==> config.mk <==
export PLATFORM = sky130hd
export DESIGN_NAME = imem_arbiter
export DESIGN_NICKNAME = d
export VERILOG_FILES = /design/src/rtl/imem_arbiter.sv
export SDC_FILE = /design/constraint.sdc
export NUM_CORES = 1
export LEC_CHECK = 0
export ABC_AREA = 1
export BUFFER_PORTS_ARGS = -buffer_cell sky130_fd_sc_hd__buf_2
export CAP_MARGIN = 30
export CORE_MARGIN = 3
export CORE_UTILIZATION = 37
export CTS_BUF_LIST = sky130_fd_sc_hd__clkbuf_16
export DETAILED_ROUTE_END_ITERATION = 8
export GPL_TIMING_DRIVEN = 0
export MAX_ROUTING_LAYER = met4
export PLACE_DENSITY = 0.75
export SYNTH_ARGS = -nofsm -noshare
export SYNTH_HDL_FRONTEND = slang
export SYNTH_SLANG_ARGS = --single-unit
==> constraint.sdc <==
create_clock -name clk -period 1.4 [get_ports clk]
set_input_delay 0 -clock clk [delete_from_list [all_inputs] [get_ports clk]]
set_output_delay 0 -clock clk [all_outputs]
set_load 0.01 [all_outputs]
==> src/rtl/imem_arbiter.sv <==
// imem_arbiter
// Shares one single-port, synchronous-read instruction RAM between the
// pipeline IF stage (fetch only) and a program loader (word writes).
// At most one access is granted per cycle. When both sides request, the
// side that was not granted last wins. Fetch data returns one cycle after
// the grant. Fetches outside the RAM return NOP_WORD. Loader writes
// outside the RAM are accepted but dropped, and they set a sticky error flag.
//
// Ports:
//   clk, reset          clock and synchronous active-high reset
//   if_req/if_addr      fetch request and byte address
//   if_gnt              fetch accepted this cycle (combinational)
//   if_valid/if_instr   fetch response, one cycle after if_gnt
//   ld_valid/ld_addr/ld_data  loader write request
//   ld_ready            write accepted this cycle (combinational)
//   ld_err              sticky unmapped-write flag
//   ld_count            accepted loader writes, saturating
//   mem_*               single-port RAM macro interface
module imem_arbiter #(
    parameter int          ADDR_WIDTH = 8,
    parameter logic [31:0] NOP_WORD   = 32'h00000000
) (
    input  logic                  clk,
    input  logic                  reset,
    input  logic                  if_req,
    input  logic [31:0]           if_addr,
    output logic                  if_gnt,
    output logic                  if_valid,
    output logic [31:0]           if_instr,
    input  logic                  ld_valid,
    input  logic [31:0]           ld_addr,
    input  logic [31:0]           ld_data,
    output logic                  ld_ready,
    output logic                  ld_err,
    output logic [15:0]           ld_count,
    output logic                  mem_en,
    output logic                  mem_we,
    output logic [ADDR_WIDTH-1:0] mem_addr,
    output logic [31:0]           mem_wdata,
    input  logic [31:0]           mem_rdata
);

    // Last-grant pointer: 1 = loader was granted last, 0 = IF was.
    logic        last_ld_reg;
    logic        valid_reg;
    logic        nop_reg;
    logic [31:0] instr_hold_reg;
    logic        err_reg;
    logic [15:0] count_reg;

    logic        if_mapped;
    logic        ld_mapped;
    logic [31:0] resp_word;

    // The byte-offset bits are never used for word accesses.
    logic        unused_bits;
    assign unused_bits = ^{if_addr[1:0], ld_addr[1:0]};

    assign if_mapped = (if_addr[31:ADDR_WIDTH+2] == '0);
    assign ld_mapped = (ld_addr[31:ADDR_WIDTH+2] == '0);

    // IF wins when it is alone, or when both request and the loader went last.
    always_comb begin
        if_gnt   = 1'b0;
        ld_ready = 1'b0;
        if (!reset) begin
            if (if_req && ld_valid) begin
                if_gnt   = last_ld_reg;
                ld_ready = !last_ld_reg;
            end else begin
                if_gnt   = if_req;
                ld_ready = ld_valid;
            end
        end
    end

    always_comb begin
        mem_en    = 1'b0;
        mem_we    = 1'b0;
        mem_addr  = if_addr[ADDR_WIDTH+1:2];
        mem_wdata = ld_data;
        if (ld_ready) begin
            mem_addr = ld_addr[ADDR_WIDTH+1:2];
            mem_en   = ld_mapped;
            mem_we   = ld_mapped;
        end else if (if_gnt) begin
            mem_en   = if_mapped;
        end
    end

    // RAM data only arrives in the response cycle, so the returned word is
    // selected combinationally and captured for holding afterwards.
    assign resp_word = nop_reg ? NOP_WORD : mem_rdata;
    assign if_valid  = valid_reg;
    assign if_instr  = valid_reg ? resp_word : instr_hold_reg;
    assign ld_err    = err_reg;
    assign ld_count  = count_reg;

    always_ff @(posedge clk) begin
        if (reset) begin
            last_ld_reg    <= 1'b1;
            valid_reg      <= 1'b0;
            nop_reg        <= 1'b0;
            instr_hold_reg <= 32'h0;
            err_reg        <= 1'b0;
            count_reg      <= 16'h0;
        end else begin
            valid_reg <= if_gnt;
            if (if_gnt) begin
                nop_reg     <= !if_mapped;
                last_ld_reg <= 1'b0;
            end
            if (ld_ready) begin
                last_ld_reg <= 1'b1;
                if (count_reg != 16'hFFFF) begin
                    count_reg <= count_reg + 16'd1;
                end
                if (!ld_mapped) begin
                    err_reg <= 1'b1;
                end
            end
            if (valid_reg) begin
                instr_hold_reg <= resp_word;
            end
        end
    end

endmodule

==> results of run 1 <==
[metal layers]
metal  vias up  routed length, um  track usage, %  share of wire, %
met5         -                  0               -                 0
met4         0                 80            4.27              0.84
met3        10                842            2.89               8.8
met2       173               4980            36.7                52
met1      1583               3630            19.7                38
li1       1771                  -               -                 -
[cells by family after synthesis]
| logic type | count (synthesis) |
|---|---|
| simple gates | 204 |
| buf+inv | 157 |
| flops | 52 |
| compound gates | 50 |
| fa+ha+maj | 1 |
[final timing paths]
check / end / slack [ns] / cells past startpoint
setup / recovery: ld_count[1]$_SDFFE_PP0P_ / -0.04 / 8
hold / removal: instr_hold_reg[28]$_SDFF_PP0_ / 0.05 / 5
setup reg to reg: ld_count[1]$_SDFFE_PP0P_ / -0.04 / 8
hold reg to reg: ld_err$_SDFFE_PP0P_ / 0.46 / 2
[worst min-delay path, cell delays in order]
cell,delay (ns)
buf_2,0.09
inv_1,0.05
o22ai_2,0.07
inv_1,0.05
nor2_1,0.03
[report_power, final]
part / switching, mW / leakage, nW / total [mW] / internal (mW)
clock network: 0.532 / 0.0789 / 1.36 / 0.832
registers: 0.0213 / 0.430 / 1.55 / 1.53
logic: 0.438 / 1.95 / 0.849 / 0.411
total: 0.992 / 2.46 / 3.77 / 2.77
[layout make-up]
type,instances,share of cell area (%)
clock inverters,3,0.806
clock buffers,5,2.69
inverters,109,8.81
plain buffers,48,7.87
well taps,102,2.74
repair buffers,197,21.8
flip-flops and latches,52,22.8
multi-input cells,255,32.4
[Yosys cell counts]
| library cell | instances | area share (%) |
|---|---|---|
| inv_1 | 107 | 13 |
| nor2_1 | 93 | 12 |
| nand2_1 | 68 | 8.6 |
| dfxtp_1 | 52 | 35 |
| buf_4 | 33 | 8.3 |
| o22ai_1 | 32 | 6.7 |
| nand3_1 | 19 | 3.2 |
| a21oi_1 | 13 | 2.2 |
| buf_2 | 8 | 1.3 |
| clkbuf_1 | 6 | 0.76 |
| nor2_4 | 5 | 1.9 |
| nor3_1 | 4 | 0.67 |
| o21ai_0 | 4 | 0.67 |
| nand2_2 | 3 | 0.63 |
| nand3_2 | 3 | 1.0 |
| nand4_1 | 3 | 0.63 |
| nor2_2 | 3 | 0.63 |
| a31oi_1 | 1 | 0.21 |
| buf_6 | 1 | 0.38 |
| clkinv_2 | 1 | 0.17 |
| ha_1 | 1 | 0.42 |
| inv_2 | 1 | 0.13 |
| nand2_4 | 1 | 0.38 |
| nand4_4 | 1 | 0.71 |
| nor3b_1 | 1 | 0.25 |
[repair_timing]
action	4_1_cts	5_1_grt
buffers inserted	5	3
pin swaps	3	10
hold endpoints to repair	2	0
hold buffers	1	0
setup endpoints to repair	55	54
resized for setup	30	70
gates cloned	0	0
==> summary.md, run 1 <==
| Metric | Value |
|---|---|
| Cells after Synth | `around 460` |
| All-Layer GR Usage | `between 10% and 20%` |
| Die area | `9160 um^2` |
| Largest family of logic cells by synthesized area | `simple AND/OR/NAND/NOR gates` |
| Num CTS Buffers | `5` |
| Dpl cells | `754` |
| Max Cap Viol | `0` |
| Post-DP HPWL | `7020 um` |
| TritonCTS clock tree | `built` |
| Hold Startpoint | `mem_rdata[28]` |
| Die Ht | `about 96 um` |
| Io pins | `226` |
| Place WS | `-0.0988 ns` |
| Clk slew on worst S/H paths | `0.07 ns` |
| Total Nets Final | `between 800 and 900` |
| RR Startpoint | `ld_count[0]$_SDFFE_PP0P_` |
| Worst path required time | `~1.6 ns` |
| Clock Tree Root | `clkbuf_16` |
| Final hold violations | `0` |
| Failing checks | `negative setup slack` |
| Die Width | `between 90 and 100 um` |
| Inserted Diodes | `0` |
| Clock tree buffer depth | `2` |
| Most common cell after layout, fill and taps aside | `buf_2` |
| Most frequent CP cell | `nor2_4` |
| Multi-input logic area | `1510 um^2` |
| Crit-path max FO | `4` |
| Vias | `3,537` |
| VDD IR-drop max | `0.446 mV` |
| PwrDens | `809 nW/um^2` |
| Leak | `~2.5 nW` |
| Critical path buffers and inverters | `0` |
| Largest stage delay on the critical path | `between 0.3 and 0.4 ns` |
| Mapped Nets | `around 600` |
| DRC | `0` |
| Most frequent cells in the layout | `buf_2 (190), inv_1 (105), nor2_1 (83)` |
| Post-synthesis simple-gate area fraction | `a little under a third` |
| Routed WL | `approximately 9500 um` |
| Crit-path leading delay family | `simple AND/OR/NAND/NOR gates` |
| Register area share after synthesis | `between 30% and 40%` |
| Final Cell Area | `4660 um^2` |
| Placed cell area | `a little over 4000 um^2` |
| Crit Path Category | `reg -> reg` |
| Critical Path End Type | `flip-flop` |
| Fin worst setup slack | `-0.0443 ns` |
| Worst slew pin tran | `between 0.4 and 0.5 ns` |
| Min cycle time layout | `about 1.4 ns` |
| Port bufs | `between 150 and 200` |
| CP Launch Point | `ld_count[0]$_SDFFE_PP0P_` |
| Total grt overflow | `0` |
| Slew HR | `between 70 and 80%` |
| Final cycle utilization of the critical path | `103%` |
| Antenna violations before repair | `0` |
| Final setup fails | `5` |
| Proportion of layout cells with a drive suffix above 1 | `49.8%` |
| Worst EP arrival | `1.62 ns` |
| Drt wl/cell | `roughly 12 um` |
| Skew-Pair Late Insertion Delay | `about 0.28 ns` |
| Ys Warns | `0` |
| Vias in the first global route | `approximately 3,200` |
| XOR/XNOR share of the synthesized area | `0%` |
| FF/Latch Area | `around 1100 um^2` |
| Adder-cell share of the synthesized area | `less than 1%` |
| Non-Filler Instances | `~770` |
| CTS HTree Levels | `2` |
| Post-DRT Antenna Nets | `0` |
| Avg Inst Size Synth | `6.42 um^2` |
| Max Slew Vio Count | `0` |
| Core ar. | `7770 um^2` |
| Critical Path Source Type | `flip-flop` |
| Fmax achieved | `692 MHz` |
| Post-Syn Area | `roughly 3000 um^2` |
| Setup TNS | `-0.177 ns` |
| Outcome | `finished, violations left` |
| Final core utilization | `between 50% and 60%` |
| DRT iter0 DRCs | `86` |
| WHS | `~0.053 ns` |
| Pre-antenna DRT Iters | `4` |
| Vias per cell | `roughly 4.6` |
| Compound-Gate Fraction of Synth Area | `about 10%` |
| Final RePlAce weighted congestion | `just over 0.8` |
| Worst min-delay path class | `in -> reg` |
| Seq cells post-synth | `52` |
| Clk sinks | `52` |
| Fill count | `approximately 700` |
| FP Rows | `32` |
| Largest register FFs | `32` |
| Pin count of the biggest net entering global routing | `16` |
| Area delta synth->final | `56.3%` |
| Worst Skew | `just under 0.006 ns` |
| First-pass GRT wire length | `13,500 um` |
| Slowest cell on the critical path | `dfxtp_4` |
| Multiplexer area fraction after synthesis | `0%` |
| RSZ-0062 raised after global routing | `yes` |
| Synth unique cells | `25` |
| Initial Utilization | `between 30% and 40%` |
| Pwr Total | `about 3.8 mW` |
| Crit path cell chain | `ha_4, nand2_4, nor2_4, nand2_2, nor2_4, nor2_4, o21ai_1, nor2_1` |
(Power assumes the default switching activity.)
==> inputs of run 2 (changes only) <==
Settings changed: PLACE_DENSITY 0.75 to default, PLACE_DENSITY_LB_ADDON from default to 0.08.
==> run 2 against run 1 <==
  * The run now ends clean
  * Combinational power is 3.3% lower
  * Sequential share of layout area is 0.13 points lower
  * Flip-flop and latch count stayed put
  * Sequential power hardly changed
  * Clock-buffer cell count stayed put
  * Die area stayed put
  * Total power is 6.4% lower
==> summary.md, run 2 (synthesis results as in run 1) <==
| Metric | Value |
|---|---|
| Worst Skew | `0.00297 ns (-0.00281 ns)` |
| First-pass GRT wire length | `12,600 um (-7.2%)` |
| Final RePlAce weighted congestion | `0.839 (+2.5%)` |
| Max Cap Viol | `0 (unchanged)` |
| Clock Tree Root | `clkbuf_16` |
| Inserted Diodes | `0 (unchanged)` |
| Final cycle utilization of the critical path | `99.7% (-3.5 points)` |
| FF/Latch Area | `1060 um^2 (-0.12%)` |
| Max Slew Vio Count | `0 (unchanged)` |
| Worst min-delay path class | `in -> reg` |
| Worst EP arrival | `1.57 ns (-0.05 ns)` |
| Area delta synth->final | `57.0%` |
| Antenna violations before repair | `0 (unchanged)` |
| Core ar. | `7770 um^2 (unchanged)` |
| Vias | `3,368 (-4.8%)` |
| Worst path required time | `1.57 ns (about the same)` |
| Post-DRT Antenna Nets | `0 (unchanged)` |
| Final Cell Area | `4680 um^2 (+0.46%)` |
| VDD IR-drop max | `0.434 mV (-2.6%)` |
| DRC | `0 (unchanged)` |
| Proportion of layout cells with a drive suffix above 1 | `49.9% (+0.15 points)` |
| Min cycle time layout | `1.40 ns (-0.0486 ns)` |
| Routed WL | `8670 um (-9.1%)` |
| Most common cell after layout, fill and taps aside | `buf_2` |
| Crit-path max FO | `5 (+1)` |
| Multi-input logic area | `1510 um^2 (about the same)` |
| Crit Path Category | `reg -> reg` |
| WHS | `0.0512 ns (-0.00160 ns)` |
| Largest stage delay on the critical path | `0.41 ns (+0.04 ns)` |
| Leak | `2.48 nW (+0.76%)` |
| Largest register FFs | `32 (unchanged)` |
| Placed cell area | `4060 um^2 (unchanged)` |
| Die area | `9160 um^2 (unchanged)` |
| Vias in the first global route | `2,890 (-9.4%)` |
| Worst slew pin tran | `0.455 ns (+0.0440 ns)` |
| Post-DP HPWL | `6670 um (-5.1%)` |
| DRT iter0 DRCs | `80 (-7.0%)` |
| Fmax achieved | `716 MHz (+3.5%)` |
| Num CTS Buffers | `5 (unchanged)` |
| Critical Path Source Type | `flip-flop` |
| Drt wl/cell | `11.2 um (-9.3%)` |
| Crit-path leading delay family | `simple AND/OR/NAND/NOR gates` |
| Total Nets Final | `804 (+0.37%)` |
| Initial Utilization | `38.4% (unchanged)` |
| Total grt overflow | `0 (unchanged)` |
| Most frequent cells in the layout | `buf_2 (190), inv_1 (106), nor2_1 (87)` |
| Critical Path End Type | `flip-flop` |
| Crit path cell chain | `nand2_1, nor2_4, nand4_4, clkbuf_16, a21oi_2, nor2_1` |
| Die Width | `95.7 um (unchanged)` |
| All-Layer GR Usage | `17.1% (-1.7 points)` |
| Pin count of the biggest net entering global routing | `16 (unchanged)` |
| Port bufs | `188 (unchanged)` |
| WL met3 | `572 um (-32%)` |
| Top sig layer | `met4` |
| Pre-antenna DRT Iters | `4 (unchanged)` |
| TritonCTS clock tree | `built` |
| Io pins | `226 (unchanged)` |
| Met2 WL | `4440 um (-11%)` |
| Clk slew on worst S/H paths | `0.07 ns (about the same)` |
| Setup TNS | `0 ns (+0.177 ns)` |
| Critical path buffers and inverters | `1 (+1)` |
| RSZ-0062 raised after global routing | `yes` |
| Clk sinks | `52 (unchanged)` |
| PwrDens | `754 nW/um^2 (-6.9%)` |
| Outcome | `finished, final reports clean` |
| Met1 Wirelength | `3640 um (+0.17%)` |
| Die Ht | `95.7 um (unchanged)` |
| Fill count | `764 (+9.0%)` |
| Vias per cell | `4.36 (-5.0%)` |
| Slew HR | `69.6% (-2.9 points)` |
| Final hold violations | `0 (unchanged)` |
| Final setup fails | `0 (-5)` |
| Pwr Total | `3.52 mW (-6.4%)` |
| Clock tree buffer depth | `2 (unchanged)` |
| Skew-Pair Late Insertion Delay | `0.28 ns (about the same)` |
| FP Rows | `32 (unchanged)` |
| Slowest cell on the critical path | `dfxtp_1` |
| CTS HTree Levels | `2 (unchanged)` |
run 2: cell count changes in the layout (fill, tap and decap cells not counted), moves of 2 or more:
cell	previous run	this run
a21oi_1	9	3
a21oi_2	4	9
nand3_2	2	6
nor2_1	83	87
nor2_2	11	7
nand3_1	18	15
clkbuf_4	1	3
clkinv_1	2	0
o22ai_1	2	4
run 2: repair_timing:
item	CTS	global route
pin swaps	3	11
hold buffers	2	0
gates cloned	0	1
buffers inserted	5	4
endpoints found under the hold margin	3	0
gates resized for setup	17	80
endpoints found under the setup margin	54	54
run 2: report_power, final:
part | total, mW | internal, mW | switching [mW]
Clock | 1.15 | 0.649 | 0.503
Combinational | 0.821 | 0.406 | 0.414
Sequential | 1.55 | 1.53 | 0.0203
Total | 3.52 | 2.59 | 0.937
run 2: final cells by class:
type,count,area share [%]
flip-flops and latches,52,22.7
multi-input cells,255,32.3
clock buffers,5,2.68
well taps,102,2.73
clock inverters,2,0.268
repair buffers,200,22.6
inverters,109,8.77
plain buffers,48,7.92
run 2: worst paths after layout:
| check | from | endpoint | slack, ns | cells past startpoint |
|---|---|---|---|---|
| max | ld_count[11]$_SDFFE_PP0P_ | ld_count[8]$_SDFFE_PP0P_ | 0.004 | 6 |
| min | ld_addr[30] | ld_err$_SDFFE_PP0P_ | 0.05 | 5 |
| max reg2reg | ld_count[11]$_SDFFE_PP0P_ | ld_count[8]$_SDFFE_PP0P_ | 0.004 | 6 |
| min reg2reg | ld_err$_SDFFE_PP0P_ | ld_err$_SDFFE_PP0P_ | 0.46 | 2 |
run 2: metal layers:
layer  global-route usage (%)  up-vias
met5                        -        -
met4                     2.13        0
met3                     3.13        4
met2                     30.6      111
met1                     20.6     1474
li1                         -     1779
run 2: worst reg2reg max path, cell delays in order, from the launching register on:
cell and delay (ns):
dfxtp_1 0.41, nand2_1 0.14, nor2_4 0.18, nand4_4 0.18, clkbuf_16 0.21, a21oi_2 0.12
nor2_1 0.06
run 2: per-stage QoR:
| step | setup WS, ns | utilization (%) | cells |
|---|---|---|---|
| global route | -0.0742 | 60.2 | 773 |
| CTS | 0.00843 | 55.6 | 768 |
| detailed placement | -0.103 | 52.3 | 754 |
| floorplan | 0.0196 | - | 464 |
| global placement | -0.0903 | 52.3 | 754 |
| finish | 0.00431 | 60.2 | 773 |
==> inputs of run 3 (changes only) <==
Settings changed: CAP_MARGIN 30 to default, CTS_BUF_LIST sky130_fd_sc_hd__clkbuf_16 to sky130_fd_sc_hd__clkbuf_2.
==> run 3 against run 2 <==
  * The flow now finishes with violations (negative setup slack)
  * Worst hold slack worse by 0.036 ns
  * Worst setup slack got worse by 0.12 ns
  * Critical endpoint is now if_instr[19]
  * Via count grew 15%
  * Critical path type is now reg -> out
  * Total power decreased by 3.4%
  * Highest routed layer unchanged
  * Critical path depth fell by 2
  * Routed wire length rose by 38%
==> summary.md, run 3 (synthesis results as in run 1) <==
| Metric | Value |
|---|---|
| Outcome | `finished, violations left` |
| Failing checks | `negative setup slack` |
| Final setup fails | `49 (+49)` |
| Hold Startpoint | `ld_addr[22]` |
| First-pass GRT wire length | `14,900 um (+19%)` |
| Fin worst setup slack | `-0.111 ns (-0.115 ns)` |
| Routed WL | `11,900 um (+38%)` |
| Crit Path Category | `reg -> out` |
| Final RePlAce weighted congestion | `0.839 (unchanged)` |
| All-Layer GR Usage | `20.5% (+3.4 points)` |
| Drt wl/cell | `14.4 um (+28%)` |
| Worst Skew | `0.00994 ns (+0.00697 ns)` |
| Fmax achieved | `662 MHz (-7.6%)` |
| Slew HR | `68.7% (-0.92 points)` |
| Final core utilization | `74.1% (+14 points)` |
| Vias | `3,864 (+15%)` |
| RR Startpoint | `ld_count[1]$_SDFFE_PP0P_` |
| R2r endpoint | `ld_count[0]$_SDFFE_PP0P_` |
| Worst slew pin tran | `0.469 ns (+0.0138 ns)` |
| Max Cap Viol | `0 (unchanged)` |
| TritonCTS clock tree | `built` |
| Fill count | `547 (-28%)` |
| Antenna violations before repair | `0 (unchanged)` |
| Post-DRT Antenna Nets | `0 (unchanged)` |
| Post-DP HPWL | `6670 um (unchanged)` |
| CP Launch Point | `if_valid$_SDFF_PP0_` |
| Port bufs | `188 (unchanged)` |
| Area delta synth->final | `93.1%` |
| Worst min-delay path class | `in -> reg` |
| Clk sinks | `52 (unchanged)` |
| Min-Delay Endpoint | `ld_err$_SDFFE_PP0P_` |
| Critical path buffers and inverters | `2 (+1)` |
| Final Cell Area | `5750 um^2 (+23%)` |
| Max Slew Vio Count | `0 (unchanged)` |
| Clock tree buffer depth | `2 (unchanged)` |
| R2R setup slack | `-0.07 ns (-0.07 ns)` |
| Setup TNS | `-2.81 ns (-2.81 ns)` |
| Clock Tree Root | `clkbuf_2` |
| Min cycle time layout | `1.51 ns (+0.115 ns)` |
| Skew-Pair Late Insertion Delay | `0.41 ns (+0.13 ns)` |
| Pre-antenna DRT Iters | `4 (unchanged)` |
| Critical Path Source Type | `flip-flop` |
| Die area | `9160 um^2 (unchanged)` |
| Non-Filler Instances | `829 (+7.2%)` |
| Num CTS Buffers | `5 (unchanged)` |
| Critical Path End Type | `primary output` |
| Initial Utilization | `38.4% (unchanged)` |
| Most frequent cells in the layout | `buf_2 (162), inv_1 (102), nor2_1 (86)` |
| Most common cell after layout, fill and taps aside | `buf_2` |
| DRC | `0 (unchanged)` |
| Pin count of the biggest net entering global routing | `16 (unchanged)` |
| FP Rows | `32 (unchanged)` |
| Place WS | `-0.103 ns (unchanged)` |
| Worst path required time | `1.40 ns (-0.17 ns)` |
| Largest register FFs | `32 (unchanged)` |
| Io pins | `226 (unchanged)` |
| Total grt overflow | `0 (unchanged)` |
| Final cycle utilization of the critical path | `108% (+8.2 points)` |
| Worst path depth | `4 (-2)` |
| Worst EP arrival | `1.51 ns (-0.06 ns)` |
| DRT iter0 DRCs | `62 (-23%)` |
| Final hold violations | `0 (unchanged)` |
| Hold path depth | `7 (+2)` |
| Crit-path max FO | `8 (+3)` |
| RSZ-0062 raised after global routing | `yes` |
| Slowest cell on the critical path | `dfxtp_4` |
| CTS HTree Levels | `2 (unchanged)` |
| Inserted Diodes | `0 (unchanged)` |
| Vias per cell | `4.66 (+7.0%)` |
| Crit path cell chain | `nand2_8, clkbuf_16, o22ai_4, buf_6` |
| Proportion of layout cells with a drive suffix above 1 | `51.6% (+1.7 points)` |
| Core ar. | `7770 um^2 (unchanged)` |
| Die Width | `95.7 um (unchanged)` |
| Clk slew on worst S/H paths | `0.25 ns (+0.18 ns)` |
| Dpl cells | `754 (unchanged)` |
| Vias in the first global route | `3,492 (+21%)` |
| PwrDens | `592 nW/um^2 (-21%)` |
| VDD IR-drop max | `0.292 mV (-33%)` |
| Crit-path leading delay family | `flip-flops` |
| Placed cell area | `4060 um^2 (unchanged)` |
| Leak | `2.73 nW (+10%)` |
| Total Nets Final | `860 (+7.0%)` |
| FF-to-FF path depth | `8 (+2)` |
| Die Ht | `95.7 um (unchanged)` |
| Largest stage delay on the critical path | `0.49 ns (+0.08 ns)` |
run 3: changes by cell type in the layout (fill, tap and decap cells not counted), sizes merged:
cell,previous run,this run
dlygate4sd3,2,42
buf,239,254
clkbuf,12,13
run 3: metrics by stage:
stage | power, mW | hold slack [ns]
final | 3.40 | 0.0150
after global routing | 3.58 | 0.0264
after CTS | 3.12 | 0.000469
after detailed placement | 2.31 | 0.185
after global placement | 2.30 | 0.185
after floorplan | 1.99 | 0.0918
run 3: layer usage:
metal	track usage (%)	wire (um)
met1	23.1	4290
met2	38.3	6680
met3	3.52	712
met4	3.79	248
met5	-	0
run 3: worst max-delay path by stage:
stage / end
2_1_floorplan: ld_count[15]$_SDFFE_PP0P_
3_5_place_dp: ld_count[15]$_SDFFE_PP0P_
5_1_grt: if_instr[19]
3_3_place_gp: ld_count[9]$_SDFFE_PP0P_
4_1_cts: mem_addr[4]
6_report: if_instr[19]
run 3: tightest hold or removal path: cells and delay by family:
family	cells	cell delay, ns
AND/OR/NAND/NOR	6	0.34
buffers and inverters	1	0.08
run 3: area by class of cell:
| class | instances | area (um^2) | share of cell area, % |
|---|---|---|---|
| multi-input combinational | 255 | 1860 | 32.4 |
| timing repair buffer | 257 | 1830 | 31.8 |
| sequential | 52 | 1070 | 18.6 |
| inverter | 109 | 413 | 7.18 |
| buffer | 47 | 410 | 7.13 |
| tap | 102 | 128 | 2.22 |
| clock buffer | 5 | 25.0 | 0.435 |
| clock inverter | 2 | 12.5 | 0.217 |
run 3: power breakdown:
part | total [mW] | leakage (nW) | internal, mW | switching [mW]
logic | 1.25 | 2.27 | 0.664 | 0.588
registers | 1.57 | 0.431 | 1.54 | 0.0286
clock network | 0.586 | 0.0248 | 0.110 | 0.476
run 3: repair_timing:
item	in CTS	in global routing
setup endpoints to repair	58	62
pin swaps	5	20
hold buffers	43	0
hold endpoints to repair	34	0
resized for setup	67	134
gates cloned	1	4
setup buffers	18	6
